==> src/rtl/program_loader_pkg.sv <==
// Shared definitions for the boot-time program loader: FSM states,
// instruction word width and default memory geometry.
package program_loader_pkg;

    localparam int INSTR_W             = 32;
    localparam int DEFAULT_ADDR_W      = 7;
    localparam int DEFAULT_DEPTH       = 128;
    localparam int DEFAULT_HOLD_CYCLES = 4;

    typedef enum logic [2:0] {
        ST_IDLE  = 3'd0,
        ST_LOAD  = 3'd1,
        ST_CHECK = 3'd2,
        ST_HOLD  = 3'd3,
        ST_RUN   = 3'd4,
        ST_ERR   = 3'd5
    } state_t;

endpackage

==> src/rtl/program_loader_byte_assembler.sv <==
// Packs four accepted bytes (MSB first) into a 32-bit word. Used for both
// program words and the trailing checksum word.
module byte_assembler
    import program_loader_pkg::*;
(
    input  logic               clk,
    input  logic               rst,
    input  logic               clear,
    input  logic               accept,
    input  logic [7:0]         byte_in,
    output logic               completing,
    output logic [INSTR_W-1:0] word_next,
    output logic               word_valid,
    output logic [INSTR_W-1:0] word
);

    logic [1:0] byte_cnt;

    // completing/word_next let the loader register its write in the same
    // edge that accepts the fourth byte, one cycle ahead of word_valid.
    assign word_next  = {word[INSTR_W-9:0], byte_in};
    assign completing = accept && (byte_cnt == 2'd3);

    // clear wins over accept so a word finishing on the clearing edge
    // never raises a stale word_valid in the following state.
    always_ff @(posedge clk or posedge rst) begin
        if (rst) begin
            byte_cnt   <= 2'd0;
            word       <= '0;
            word_valid <= 1'b0;
        end else begin
            word_valid <= 1'b0;
            if (clear) begin
                byte_cnt <= 2'd0;
                word     <= '0;
            end else if (accept) begin
                word       <= word_next;
                byte_cnt   <= byte_cnt + 2'd1;
                word_valid <= (byte_cnt == 2'd3);
            end
        end
    end

endmodule

==> src/rtl/program_loader.sv <==
// Loads a byte-streamed program into instruction memory, verifies a trailing
// XOR checksum and releases the computer from reset only after a good load.
module program_loader
    import program_loader_pkg::*;
#(
    parameter int ADDR_W      = DEFAULT_ADDR_W,
    parameter int DEPTH       = DEFAULT_DEPTH,
    parameter int HOLD_CYCLES = DEFAULT_HOLD_CYCLES
) (
    input  logic               clk,
    input  logic               rst,
    input  logic               start,
    input  logic [7:0]         word_count,
    input  logic [7:0]         byte_in,
    input  logic               byte_valid,
    output logic               byte_ready,
    output logic               wr_instr_en,
    output logic [ADDR_W-1:0]  wr_instr_addr,
    output logic [INSTR_W-1:0] wr_instr,
    output logic               comp_rst,
    output logic               comp_en,
    output logic               busy,
    output logic               done,
    output logic               error
);

    localparam int HOLD_W = (HOLD_CYCLES > 1) ? $clog2(HOLD_CYCLES) : 1;

    state_t              state;
    logic [7:0]          count_lat;
    logic [ADDR_W-1:0]   word_idx;
    logic [INSTR_W-1:0]  checksum;
    logic [HOLD_W-1:0]   hold_cnt;

    logic                accept;
    logic                count_ok;
    logic                start_ok;
    logic                last_word;
    logic                enter_check;
    logic                asm_clear;
    logic                asm_completing;
    logic                asm_word_valid;
    logic [INSTR_W-1:0]  asm_word_next;
    logic [INSTR_W-1:0]  asm_word;

    assign accept      = byte_valid && byte_ready;
    assign count_ok    = (word_count != 8'd0) && (int'(word_count) <= DEPTH);
    assign start_ok    = start && count_ok &&
                         (state == ST_IDLE || state == ST_RUN || state == ST_ERR);
    assign last_word   = (int'(word_idx) == int'(count_lat) - 1);
    assign enter_check = (state == ST_LOAD) && asm_completing && last_word;
    assign asm_clear   = start_ok || enter_check;

    byte_assembler u_byte_assembler (
        .clk        (clk),
        .rst        (rst),
        .clear      (asm_clear),
        .accept     (accept),
        .byte_in    (byte_in),
        .completing (asm_completing),
        .word_next  (asm_word_next),
        .word_valid (asm_word_valid),
        .word       (asm_word)
    );

    // Every output is updated on the transition into the state that owns it,
    // so all of them come straight from flops.
    always_ff @(posedge clk or posedge rst) begin
        if (rst) begin
            state         <= ST_IDLE;
            count_lat     <= 8'd0;
            word_idx      <= '0;
            checksum      <= '0;
            hold_cnt      <= '0;
            byte_ready    <= 1'b0;
            wr_instr_en   <= 1'b0;
            wr_instr_addr <= '0;
            wr_instr      <= '0;
            comp_rst      <= 1'b0;
            comp_en       <= 1'b1;
            busy          <= 1'b0;
            done          <= 1'b0;
            error         <= 1'b0;
        end else begin
            wr_instr_en <= 1'b0;
            case (state)
                ST_IDLE, ST_RUN, ST_ERR: begin
                    if (start) begin
                        count_lat  <= word_count;
                        comp_rst   <= 1'b0;
                        comp_en    <= 1'b1;
                        done       <= 1'b0;
                        if (count_ok) begin
                            state      <= ST_LOAD;
                            word_idx   <= '0;
                            checksum   <= '0;
                            byte_ready <= 1'b1;
                            busy       <= 1'b1;
                            error      <= 1'b0;
                        end else begin
                            state      <= ST_ERR;
                            byte_ready <= 1'b0;
                            busy       <= 1'b0;
                            error      <= 1'b1;
                        end
                    end
                end

                ST_LOAD: begin
                    if (asm_completing) begin
                        wr_instr_en   <= 1'b1;
                        wr_instr_addr <= word_idx;
                        wr_instr      <= asm_word_next;
                        checksum      <= checksum ^ asm_word_next;
                        word_idx      <= word_idx + ADDR_W'(1);
                        if (last_word) begin
                            state <= ST_CHECK;
                        end
                    end
                end

                ST_CHECK: begin
                    if (asm_word_valid) begin
                        byte_ready <= 1'b0;
                        if (asm_word == checksum) begin
                            state    <= ST_HOLD;
                            hold_cnt <= '0;
                        end else begin
                            state <= ST_ERR;
                            busy  <= 1'b0;
                            error <= 1'b1;
                        end
                    end
                end

                ST_HOLD: begin
                    if (int'(hold_cnt) == HOLD_CYCLES - 1) begin
                        state    <= ST_RUN;
                        comp_rst <= 1'b1;
                        comp_en  <= 1'b0;
                        busy     <= 1'b0;
                        done     <= 1'b1;
                    end else begin
                        hold_cnt <= hold_cnt + HOLD_W'(1);
                    end
                end

                default: begin
                    state <= ST_IDLE;
                end
            endcase
        end
    end

endmodule

==> config.mk <==
export PLATFORM = sky130hd
export DESIGN_NAME = program_loader
export DESIGN_NICKNAME = d
export VERILOG_FILES = /design/src/rtl/program_loader_pkg.sv /design/src/rtl/program_loader_byte_assembler.sv /design/src/rtl/program_loader.sv
export SDC_FILE = /design/constraint.sdc
export NUM_CORES = 1
export LEC_CHECK = 0
export BUFFER_PORTS_ARGS = -buffer_cell sky130_fd_sc_hd__buf_4
export CAP_MARGIN = 5
export CORE_ASPECT_RATIO = 0.7
export CORE_UTILIZATION = 35
export DETAILED_ROUTE_END_ITERATION = 8
export HOLD_SLACK_MARGIN = 0.02
export PLACE_DENSITY = 0.61
export SLEW_MARGIN = 20
export SYNTH_ARGS = -nofsm -noshare
export SYNTH_HDL_FRONTEND = slang
export SYNTH_SLANG_ARGS = --single-unit
==> constraint.sdc <==
create_clock -name clk -period 5.15 [get_ports clk]
set_clock_uncertainty 0.1 [all_clocks]
set_input_delay 0.515 -clock clk [delete_from_list [all_inputs] [get_ports clk]]
set_output_delay 0.515 -clock clk [all_outputs]
set_load 0.01 [all_outputs]
==> impl_metrics.json, run 1 <==
{
  "via_count": 4695,
  "cts_setup_buffers": 0,
  "worst_slew_margin_rel_pct": 40.36,
  "drive_gt1_share_pct": 19.83,
  "whs_ns": 0.09769,
  "diodes": 0,
  "worstPathCellList": "inv_1 > ha_1 > nand2_1 > mux2i_1 > a211oi_1 > a2111oi_0 > a32o_4 > a21oi_1",
  "drc": 0,
  "syn_avg_cell_area_um2": 9.238,
  "synth-simple-area-share_pct": 19.56,
  "gr-total-overflow": 0,
  "cpPeakStageDelay_ns": 0.71,
  "drt_iter0_markers": 314,
  "yosysWarnings": 0,
  "drv_cap": 0,
  "cp.depth": 8,
  "wl_per_cell_um": 15.31,
  "synth_top_family_by_area": "simple AND/OR/NAND/NOR gates",
  "ir_drop_uv": 214.7,
  "area_growth_pct": 20.69,
  "endpoint_kind": "flip-flop",
  "yosysTopAreaCell": "dfrtp_1",
  "synth.cell_area_um2": 6078,
  "grt_pass1_vias": 4615,
  "io_pins": 66,
  "ys_async_sr_fraction_pct": 100.0,
  "clkSlewWorstSetupHoldPaths_ns": 0.06,
  "routed_via_density": 4.937,
  "syn_inst": 658,
  "ys_ff_latch": 132,
  "worst_setup_path_start_kind": "flip-flop",
  "ys_seq_area_share_pct": 54.36,
  "r2r-start": "count_lat[0]",
  "rsz0062_at_grt": "no",
  "cpMaxStageDelayCell": "a32o_4",
  "timing.final.crit_share_pct": 54.81,
  "die_h_um": 112.3,
  "port-buffer-count": 65,
  "reg2regPathDepth": 8,
  "grt_antenna_before_repair": 0,
  "finalCriticalPeriod_ns": 2.823,
  "cp-endpoint": "u_byte_assembler.word[27]",
  "die-width_um": 159.5,
  "grt_max_degree": 52,
  "htree_num_levels": 4,
  "clock_latency_ns": 0.42,
  "synthXorXnorAreaFrac_pct": 6.340,
  "fin_nets": 738,
  "arrival_ns": 3.00,
  "power_density_nw_per_um2": 536.3,
  "grt_usage_pct": 17.27,
  "grt_pass1_wl_mm": 24.14,
  "tritoncts": "done",
  "dieArea_um2": 17910,
  "critPathTopFamily": "compound AO/OA/AOI/OAI gates",
  "finalSetupViolations": 0,
  "yosysUniqueCellTypes": 47,
  "crit_fanout": 35,
  "numCtsBuffers": 17,
  "synthAdderAreaFrac_pct": 0.8234,
  "antenna_left": 0,
  "synthTopCellsByCount": "nand2_1 (200), dfrtp_1 (131), o21ai_0 (82), nor2_1 (50), xor2_1 (38)",
  "start_util_pct": 36.53,
  "hpwl_mm": 9.597,
  "holdBufCountCts": 0,
  "rrSetupSlack_ns": 2.33,
  "root_buffer": "clkbuf_16",
  "drtPass1Iterations": 4,
  "finalHoldViolCount": 0,
  "setup_tns_ns": 0,
  "status": "finished clean",
  "clockBufferDepth": 2,
  "synth_nets": 682,
  "synth_compound_area_share_pct": 14.29,
  "crit_start": "count_lat[0]",
  "critPathRequiredTime_ns": 5.32,
  "hold_class": "primary input to asynchronous set/reset pin",
  "cts.repair.resized": 0,
  "ys_top_cells_by_area": "dfrtp_1 (54%), nand2_1 (12%), o21ai_0 (6.8%)",
  "cts.sinks": 132,
  "worstMarginPinSlew_ns": 0.8928,
  "row_count": 39,
  "crit_buf_inv": 1,
  "fmax_mhz": 354.2,
  "maxSlewViolCount": 0,
  "yosys.cell_count.top_type": "nand2_1",
  "ys.flop_type": "dfrtp_1",
  "fin_util_pct": 44.09,
  "synth_edf_count": 0,
  "synth_top_area_share_pct": 53.93,
  "synthMuxAreaShare_pct": 1.441,
  "leakage_nw": 3.721,
  "core_region_area_um2": 16640,
  "crit_type": "flip-flop to flip-flop",
  "place_congestion": 0.8031,
  "regToRegEndpoint": "u_byte_assembler.word[27]",
  "drt_wl_total_mm": 14.56
}
[cell families after synthesis]
| family | count (synthesis) |
|---|---|
| xor+xnor | 44 |
| compound gates | 142 |
| buf+inv | 41 |
| mux | 8 |
| flops | 132 |
| simple gates | 287 |
| fa+ha+maj | 4 |
[power breakdown]
| part | internal [mW] | total, mW | switching, mW |
|---|---|---|---|
| Combinational | 0.485 | 1.17 | 0.683 |
| Sequential | 1.27 | 1.56 | 0.283 |
| Clock | 0.770 | 1.21 | 0.442 |
| Total | 2.53 | 3.93 | 1.41 |
[routing by layer]
metal / global-route usage (%) / routed length (µm) / vias up
li1: - / - / 2297
met1: 25.04 / 7426 / 2286
met2: 24.80 / 6286 / 95
met3: 4.398 / 682 / 17
met4: 6.218 / 163 / 0
met5: 0 / 0 / -
[worst reg2reg max path: cells and delay by family, from the launching register on]
family / cells / cell delay, ns
flops: 1 / 0.41
fa+ha+maj: 1 / 0.31
simple gates: 1 / 0.11
mux: 1 / 0.14
compound gates: 4 / 1.51
buf+inv: 1 / 0.09
[how the worst min path moves through the flow]
stage                     start                to  slack (ns)  cells after the start
6_report                    rst      wr_instr[24]         0.1                      2
5_1_grt                     rst      wr_instr[24]        0.15                      2
4_1_cts                     rst      wr_instr[24]        0.11                      2
3_5_place_dp   wr_instr_addr[3]  wr_instr_addr[3]        0.36                      2
3_3_place_gp   wr_instr_addr[3]  wr_instr_addr[3]        0.37                      2
2_1_floorplan      checksum[12]      checksum[12]        0.36                      1
[sequential cells by signal (all words and copies together), names as in the netlist]
signal / cells
busy: 1
byte_ready: 1
checksum: 32
comp_en: 1
count_lat: 8
done: 1
error: 1
hold_cnt: 2
state: 3
u_byte_assembler.byte_cnt: 2
u_byte_assembler.word: 32
u_byte_assembler.word_valid: 1
word_idx: 7
wr_instr: 32
wr_instr_addr: 7
wr_instr_en: 1
[through the flow]
step / power [mW] / setup slack, ns / instance area (µm²) / cells
2_1_floorplan: 2.349 / 1.011 / 6078 / 658
3_3_place_gp: 2.683 / 2.042 / 6739 / 920
3_5_place_dp: 2.731 / 2.016 / 6739 / 920
4_1_cts: 3.956 / 2.019 / 7323 / 951
5_1_grt: 4.182 / 2.088 / 7336 / 951
6_report: 3.934 / 2.327 / 7336 / 951
[cells in the final DEF, fill, tap and decap left out, types with 5 or more instances in the layout]
cell,synthesis,layout
o21ai_0,82,82
buf_4,1,72
a21oi_2,28,28
mux2_2,6,6
dfrtp_1,131,131
inv_1,6,5
nand2_1,200,199
nor4_1,9,9
nor2_1,50,50
clkbuf_16,0,17
xor2_1,38,38
xnor2_1,6,6
a21oi_1,11,11
[area by class of cell]
class                           count  area, µm²
Fill cell                        1585       9304
Sequential cell                   132       3304
Multi-Input combinational cell    485       2600
Timing Repair Buffer               72      540.5
Clock buffer                       22      454.2
Tap cell                          225      281.5
Clock inverter                      9      130.1
Inverter                            6      25.02
No activity file was read; power rests on OpenSTA's default activity.
==> run 2: changes to the inputs <==
--- a/config.mk
+++ b/config.mk
@@ -11,7 +11,7 @@
 export CORE_UTILIZATION = 35
 export DETAILED_ROUTE_END_ITERATION = 8
 export HOLD_SLACK_MARGIN = 0.02
-export PLACE_DENSITY = 0.61
+export PLACE_DENSITY = 0.63
 export SLEW_MARGIN = 20
 export SYNTH_ARGS = -nofsm -noshare
 export SYNTH_HDL_FRONTEND = slang
==> constraint.sdc (replaced) <==
create_clock -name clk -period 2.45 [get_ports clk]
set_clock_uncertainty 0.1 [all_clocks]
set_input_delay 0.245 -clock clk [delete_from_list [all_inputs] [get_ports clk]]
set_output_delay 0.245 -clock clk [all_outputs]
set_load 0.01 [all_outputs]
==> run 2 against run 1 <==
  * Sequential share of layout area decreased by 2.1 points
  * First-iteration DRC count increased by 31%
  * Routed wire length increased by 4.0%
==> impl_metrics.json, run 2 (synthesis results as in run 1) <==
{
  "area_growth_pct": 26.66,
  "maxSlewViolCount": 0,
  "fillers": 1592,
  "min_from": "start",
  "hpwl_mm": 10.28,
  "drtPass1Iterations": 5,
  "core_region_area_um2": 16640,
  "row_count": 39,
  "layout_common_cells": "nand2_1 (200), dfrtp_1 (131), buf_4 (84)",
  "endpoint_kind": "flip-flop",
  "rrSetupSlack_ns": 0.10,
  "port-buffer-count": 65,
  "finalSetupViolations": 0,
  "drt_wl_total_mm": 15.14,
  "top_regs": "checksum (32), u_byte_assembler.word (32), wr_instr (32)",
  "antenna_left": 0,
  "drv_cap": 0,
  "worst_setup_path_start_kind": "primary input",
  "start_util_pct": 36.53,
  "ir_drop_uv": 511.1,
  "busiest_layer": "met1",
  "timing.final.crit_share_pct": 96.66,
  "finalCriticalPeriod_ns": 2.368,
  "fmax_mhz": 422.3,
  "status": "finished clean",
  "grt_usage_pct": 18.10,
  "cpPeakStageDelay_ns": 0.54,
  "layout.cells.most_common": "nand2_1",
  "die-width_um": 159.5,
  "worstPathCellList": "dlygate4sd3_1 > buf_4 > or4_4 > nor4_4 > xnor2_2 > o22a_1 > a32o_2 > buf_12 > a21oi_2",
  "grt_use_met1_pct": 29.10,
  "crit_start": "word_count[3]",
  "grt_pass1_vias": 4669,
  "finalHoldViolCount": 0,
  "cpMaxStageDelayCell": "dlygate4sd3_1",
  "clock_latency_ns": 0.41,
  "cp-endpoint": "u_byte_assembler.word[0]",
  "crit_type": "primary input to flip-flop",
  "r2r-start": "count_lat[0]",
  "pre_cts_ws_ns": 0.05633,
  "grt_max_degree": 60,
  "crit_fanout": 20,
  "dieArea_um2": 17910,
  "met2_usage_pct": 23.90,
  "io_pins": 66,
  "drt_iter0_markers": 411,
  "grt_antenna_before_repair": 0,
  "tritoncts": "done",
  "htree_num_levels": 4,
  "wl_per_cell_um": 15.36,
  "clkSlewWorstSetupHoldPaths_ns": 0.06,
  "hold_class": "primary input to flip-flop",
  "leakage_nw": 3.893,
  "numCtsBuffers": 17,
  "root_buffer": "clkbuf_16",
  "gr-total-overflow": 0,
  "clockBufferDepth": 2,
  "place_congestion": 0.7951,
  "setup_tns_ns": 0,
  "critPathRequiredTime_ns": 2.69,
  "worst_slew_margin_rel_pct": 63.21,
  "reg2regPathDepth": 10,
  "grtUsageMet3_pct": 3.991,
  "setup_ws_ns": 0.08195,
  "fin_nets": 772,
  "grt_pass1_wl_mm": 25.44,
  "die_h_um": 112.3,
  "cts_setup_buffers": 0,
  "diodes": 0,
  "drive_gt1_share_pct": 22.08,
  "cts.sinks": 132,
  "regToRegEndpoint": "u_byte_assembler.word[0]",
  "arrival_ns": 2.60,
  "routed_via_density": 4.916,
  "power_density_nw_per_um2": 1097,
  "worstMarginPinSlew_ns": 0.5467,
  "drc": 0,
  "via_count": 4847
}
-- run 2: worst min-delay path by stage --
| stage | end | slack, ns | depth (start not counted) |
|---|---|---|---|
| after global placement | wr_instr[15] | 0.21 | 2 |
| after floorplan | count_lat[0] | 0.26 | 2 |
| after global routing | comp_en | 0.06 | 3 |
| after CTS | comp_en | 0.05 | 3 |
| after detailed placement | wr_instr[15] | 0.21 | 2 |
| final | comp_en | 0.06 | 3 |
-- run 2: cell type report --
cell class                      count  area [µm²]  share of cell area [%]
Multi-Input combinational cell    485        2604                   33.82
Timing Repair Buffer              106       892.1                   11.59
Tap cell                          225       281.5                   3.657
Clock buffer                       22       494.2                   6.420
Sequential cell                   132        3304                   42.92
Inverter                            6       26.28                  0.3413
Clock inverter                     10       96.34                   1.251
-- run 2: worst max-delay path, delay by kind of cell --
family | cells | cell delay [ns]
AND/OR/NAND/NOR | 2 | 0.74
AO/OA/AOI/OAI | 3 | 0.62
XOR/XNOR | 1 | 0.14
buffers and inverters | 3 | 0.85
-- run 2: power by group --
part / internal, mW / switching [mW] / total (mW) / leakage, nW
registers: 2.67 / 0.581 / 3.25 / 1.79
clock network: 1.54 / 0.965 / 2.50 / 0.281
logic: 1.19 / 1.51 / 2.70 / 1.82
-- run 2: repair_timing --
item	CTS	global route
setup endpoints to repair	0	56
gates resized for setup	0	9
hold endpoints to repair	42	0
hold buffers	17	0
-- run 2: through the flow --
stage / hold WS, ns / instances / power (mW) / area, µm² / util, %
6_report: 0.05561 / 986 / 8.446 / 7699 / 46.27
3_3_place_gp: 0.2116 / 937 / 5.863 / 6918 / 41.57
5_1_grt: 0.05570 / 986 / 8.976 / 7699 / 46.27
2_1_floorplan: 0.2618 / 658 / 4.921 / 6082 / -
3_5_place_dp: 0.2090 / 937 / 5.890 / 6918 / 41.57
4_1_cts: 0.04661 / 986 / 8.449 / 7679 / 46.15
-- run 2: layer usage --
metal	wire length (µm)	share of wire (%)
met1	8243	54
met2	5867	39
met3	858	5.7
met4	172	1.1
met5	0	0
==> run 3: changes to the inputs <==
--- a/config.mk
+++ b/config.mk
@@ -8,10 +8,12 @@
 export BUFFER_PORTS_ARGS = -buffer_cell sky130_fd_sc_hd__buf_4
 export CAP_MARGIN = 5
 export CORE_ASPECT_RATIO = 0.7
+export CORE_MARGIN = 2
 export CORE_UTILIZATION = 35
 export DETAILED_ROUTE_END_ITERATION = 8
 export HOLD_SLACK_MARGIN = 0.02
-export PLACE_DENSITY = 0.63
+export PLACE_DENSITY = 0.61
+export RECOVER_POWER = 50
 export SLEW_MARGIN = 20
 export SYNTH_ARGS = -nofsm -noshare
 export SYNTH_HDL_FRONTEND = slang
==> constraint.sdc (replaced) <==
create_clock -name clk -period 2.4 [get_ports clk]
set_clock_uncertainty 0.1 [all_clocks]
set_input_delay 0.24 -clock clk [delete_from_list [all_inputs] [get_ports clk]]
set_output_delay 0.24 -clock clk [all_outputs]
set_load 0.01 [all_outputs]
==> run 3 against run 2 <==
  * Power rose by 1.3%
  * Non-clock buffer count up 6
  * Register-to-register slack improved by 0.08 ns
  * Clock-buffer cell count shrank 5
  * Combinational power hardly changed
  * Via count up 0.58%
  * Critical endpoint is now u_byte_assembler.word[27]
==> impl_metrics.json, run 3 (synthesis results as in run 1) <==
{
  "status": "finished clean",
  "drive_gt1_share_pct": 17.86,
  "cts.sinks": 132,
  "min_from": "start",
  "worst_slew_margin_rel_pct": 20.42,
  "routed_via_density": 4.885,
  "final_cells": 998,
  "endpoint_kind": "flip-flop",
  "layout.cells.most_common": "nand2_1",
  "critPathRequiredTime_ns": 2.65,
  "ir_drop_uv": 416.0,
  "fmax_mhz": 431.2,
  "power_density_nw_per_um2": 1129,
  "die-width_um": 161.5,
  "start_util_pct": 35.62,
  "fin_nets": 778,
  "leakage_nw": 3.745,
  "setup_tns_ns": 0,
  "place_congestion": 0.8327,
  "finalCriticalPeriod_ns": 2.319,
  "grt_antenna_before_repair": 0,
  "drt_wl_total_mm": 15.39,
  "drv_cap": 0,
  "timing.final.crit_share_pct": 96.62,
  "grt_pass1_vias": 4659,
  "diodes": 0,
  "arrival_ns": 2.57,
  "crit_fanout": 18,
  "multi_input_area_um2": 2621,
  "regArea_um2": 3304,
  "place_inst": 948,
  "grt_max_degree": 40,
  "core_region_area_um2": 17070,
  "wl_per_cell_um": 15.42,
  "crit_type": "primary input to flip-flop",
  "drc": 0,
  "fin_area_um2": 7574,
  "hpwl_mm": 10.55,
  "htree_num_levels": 4,
  "hold_class": "primary input to flip-flop",
  "area_growth_pct": 24.60,
  "top_regs": "checksum (32), u_byte_assembler.word (32), wr_instr (32)",
  "rsz0062_at_grt": "no",
  "drtPass1Iterations": 4,
  "grt_pass1_wl_mm": 25.57,
  "drt_iter0_markers": 350,
  "clock_latency_ns": 0.42,
  "via_count": 4875,
  "worstHoldPathCells": 3,
  "layout_common_cells": "nand2_1 (200), dfrtp_1 (131), o21ai_0 (80)",
  "worstMarginPinSlew_ns": 1.187,
  "dpl_cell_area_um2": 7000,
  "reg2regPathDepth": 10,
  "io_pins": 66,
  "grt_usage_pct": 17.86,
  "fillers": 1690,
  "r2r-start": "count_lat[0]",
  "maxSlewViolCount": 0,
  "finalHoldViolCount": 0,
  "tritoncts": "done",
  "antenna_left": 0,
  "min_to": "comp_en",
  "clockBufferDepth": 2,
  "clkSlewWorstSetupHoldPaths_ns": 0.06,
  "row_count": 40,
  "numCtsBuffers": 17,
  "rrSetupSlack_ns": 0.18,
  "regToRegEndpoint": "u_byte_assembler.word[27]",
  "dieArea_um2": 18450,
  "root_buffer": "clkbuf_16",
  "port-buffer-count": 65,
  "p_total_mw": 8.554,
  "worst_setup_path_start_kind": "primary input",
  "die_h_um": 114.3,
  "gr-total-overflow": 0,
  "finalSetupViolations": 0
}
==> run 3: changes by cell type in the layout (fill, tap and decap cells not counted), moves of 2 or more <==
cell,previous run,this run
buf_4,84,47
clkbuf_1,0,40
clkbuf_2,0,4
clkbuf_8,5,0
clkinv_4,1,6
clkinvlp_4,5,2
inv_6,2,4
nor4_1,9,7
nor4_2,0,2
o21ai_0,78,80
o21ai_1,6,4
==> run 3: area by class of cell <==
| class | instances | area share (%) |
|---|---|---|
| Clock buffer | 17 | 5.617 |
| Clock inverter | 15 | 1.966 |
| Inverter | 6 | 0.3139 |
| Multi-Input combinational cell | 485 | 34.61 |
| Sequential cell | 132 | 43.63 |
| Tap cell | 231 | 3.816 |
| Timing Repair Buffer | 112 | 10.04 |
==> run 3: critical path, stage by stage <==
cell and delay [ns]:
dlygate4sd3_1 0.54, buf_4 0.14, or4_4 0.55, nor4_4 0.19, xnor2_2 0.12, o22a_1 0.22, a32o_2 0.27, buf_12 0.17
a21oi_1 0.13
==> run 3: metal layers <==
| metal | GRT usage (%) | up-vias | share of wire (%) |
|---|---|---|---|
| li1 | - | 2390 | - |
| met1 | 27.62 | 2351 | 53 |
| met2 | 24.90 | 124 | 41 |
| met3 | 4.274 | 10 | 5.3 |
| met4 | 4.464 | 0 | 0.69 |
| met5 | 0 | - | 0 |
==> run 3: power by group <==
group	switching, mW	total (mW)	internal [mW]
Clock	1.06	2.51	1.45
Combinational	1.55	2.73	1.18
Sequential	0.587	3.31	2.72
Total	3.20	8.55	5.36
==> run 3: through the flow <==
| stage | worst slack [ns] | hold slack [ns] | util (%) |
|---|---|---|---|
| 2_1_floorplan | 0.1574 | 0.2568 | - |
| 3_3_place_gp | 0.1246 | 0.2990 | 41.02 |
| 3_5_place_dp | 0.07160 | 0.2891 | 41.02 |
| 4_1_cts | 0.04546 | 0.02237 | 45.38 |
| 5_1_grt | 0.006823 | 0.02854 | 44.38 |
| 6_report | 0.08110 | 0.02994 | 44.38 |
==> run 3: worst max path at each step <==
stage | startpoint | to | slack (ns) | depth (start not counted)
detailed placement | count_lat[0] | u_byte_assembler.word[27] | 0.07 | 10
floorplan | count_lat[0] | u_byte_assembler.byte_cnt[0] | 0.16 | 11
global placement | count_lat[0] | u_byte_assembler.word[26] | 0.12 | 10
finish | word_count[3] | u_byte_assembler.word[27] | 0.08 | 9
CTS | count_lat[0] | u_byte_assembler.word[27] | 0.05 | 10
global route | count_lat[0] | u_byte_assembler.word[27] | 0.007 | 9
==> run 3: repair_timing <==
action                                  CTS  global route
endpoints found under the setup margin    0            45
resized for setup                         0             9
setup buffers                             0             1
hold buffers                             17             0
endpoints found under the hold margin    52             0
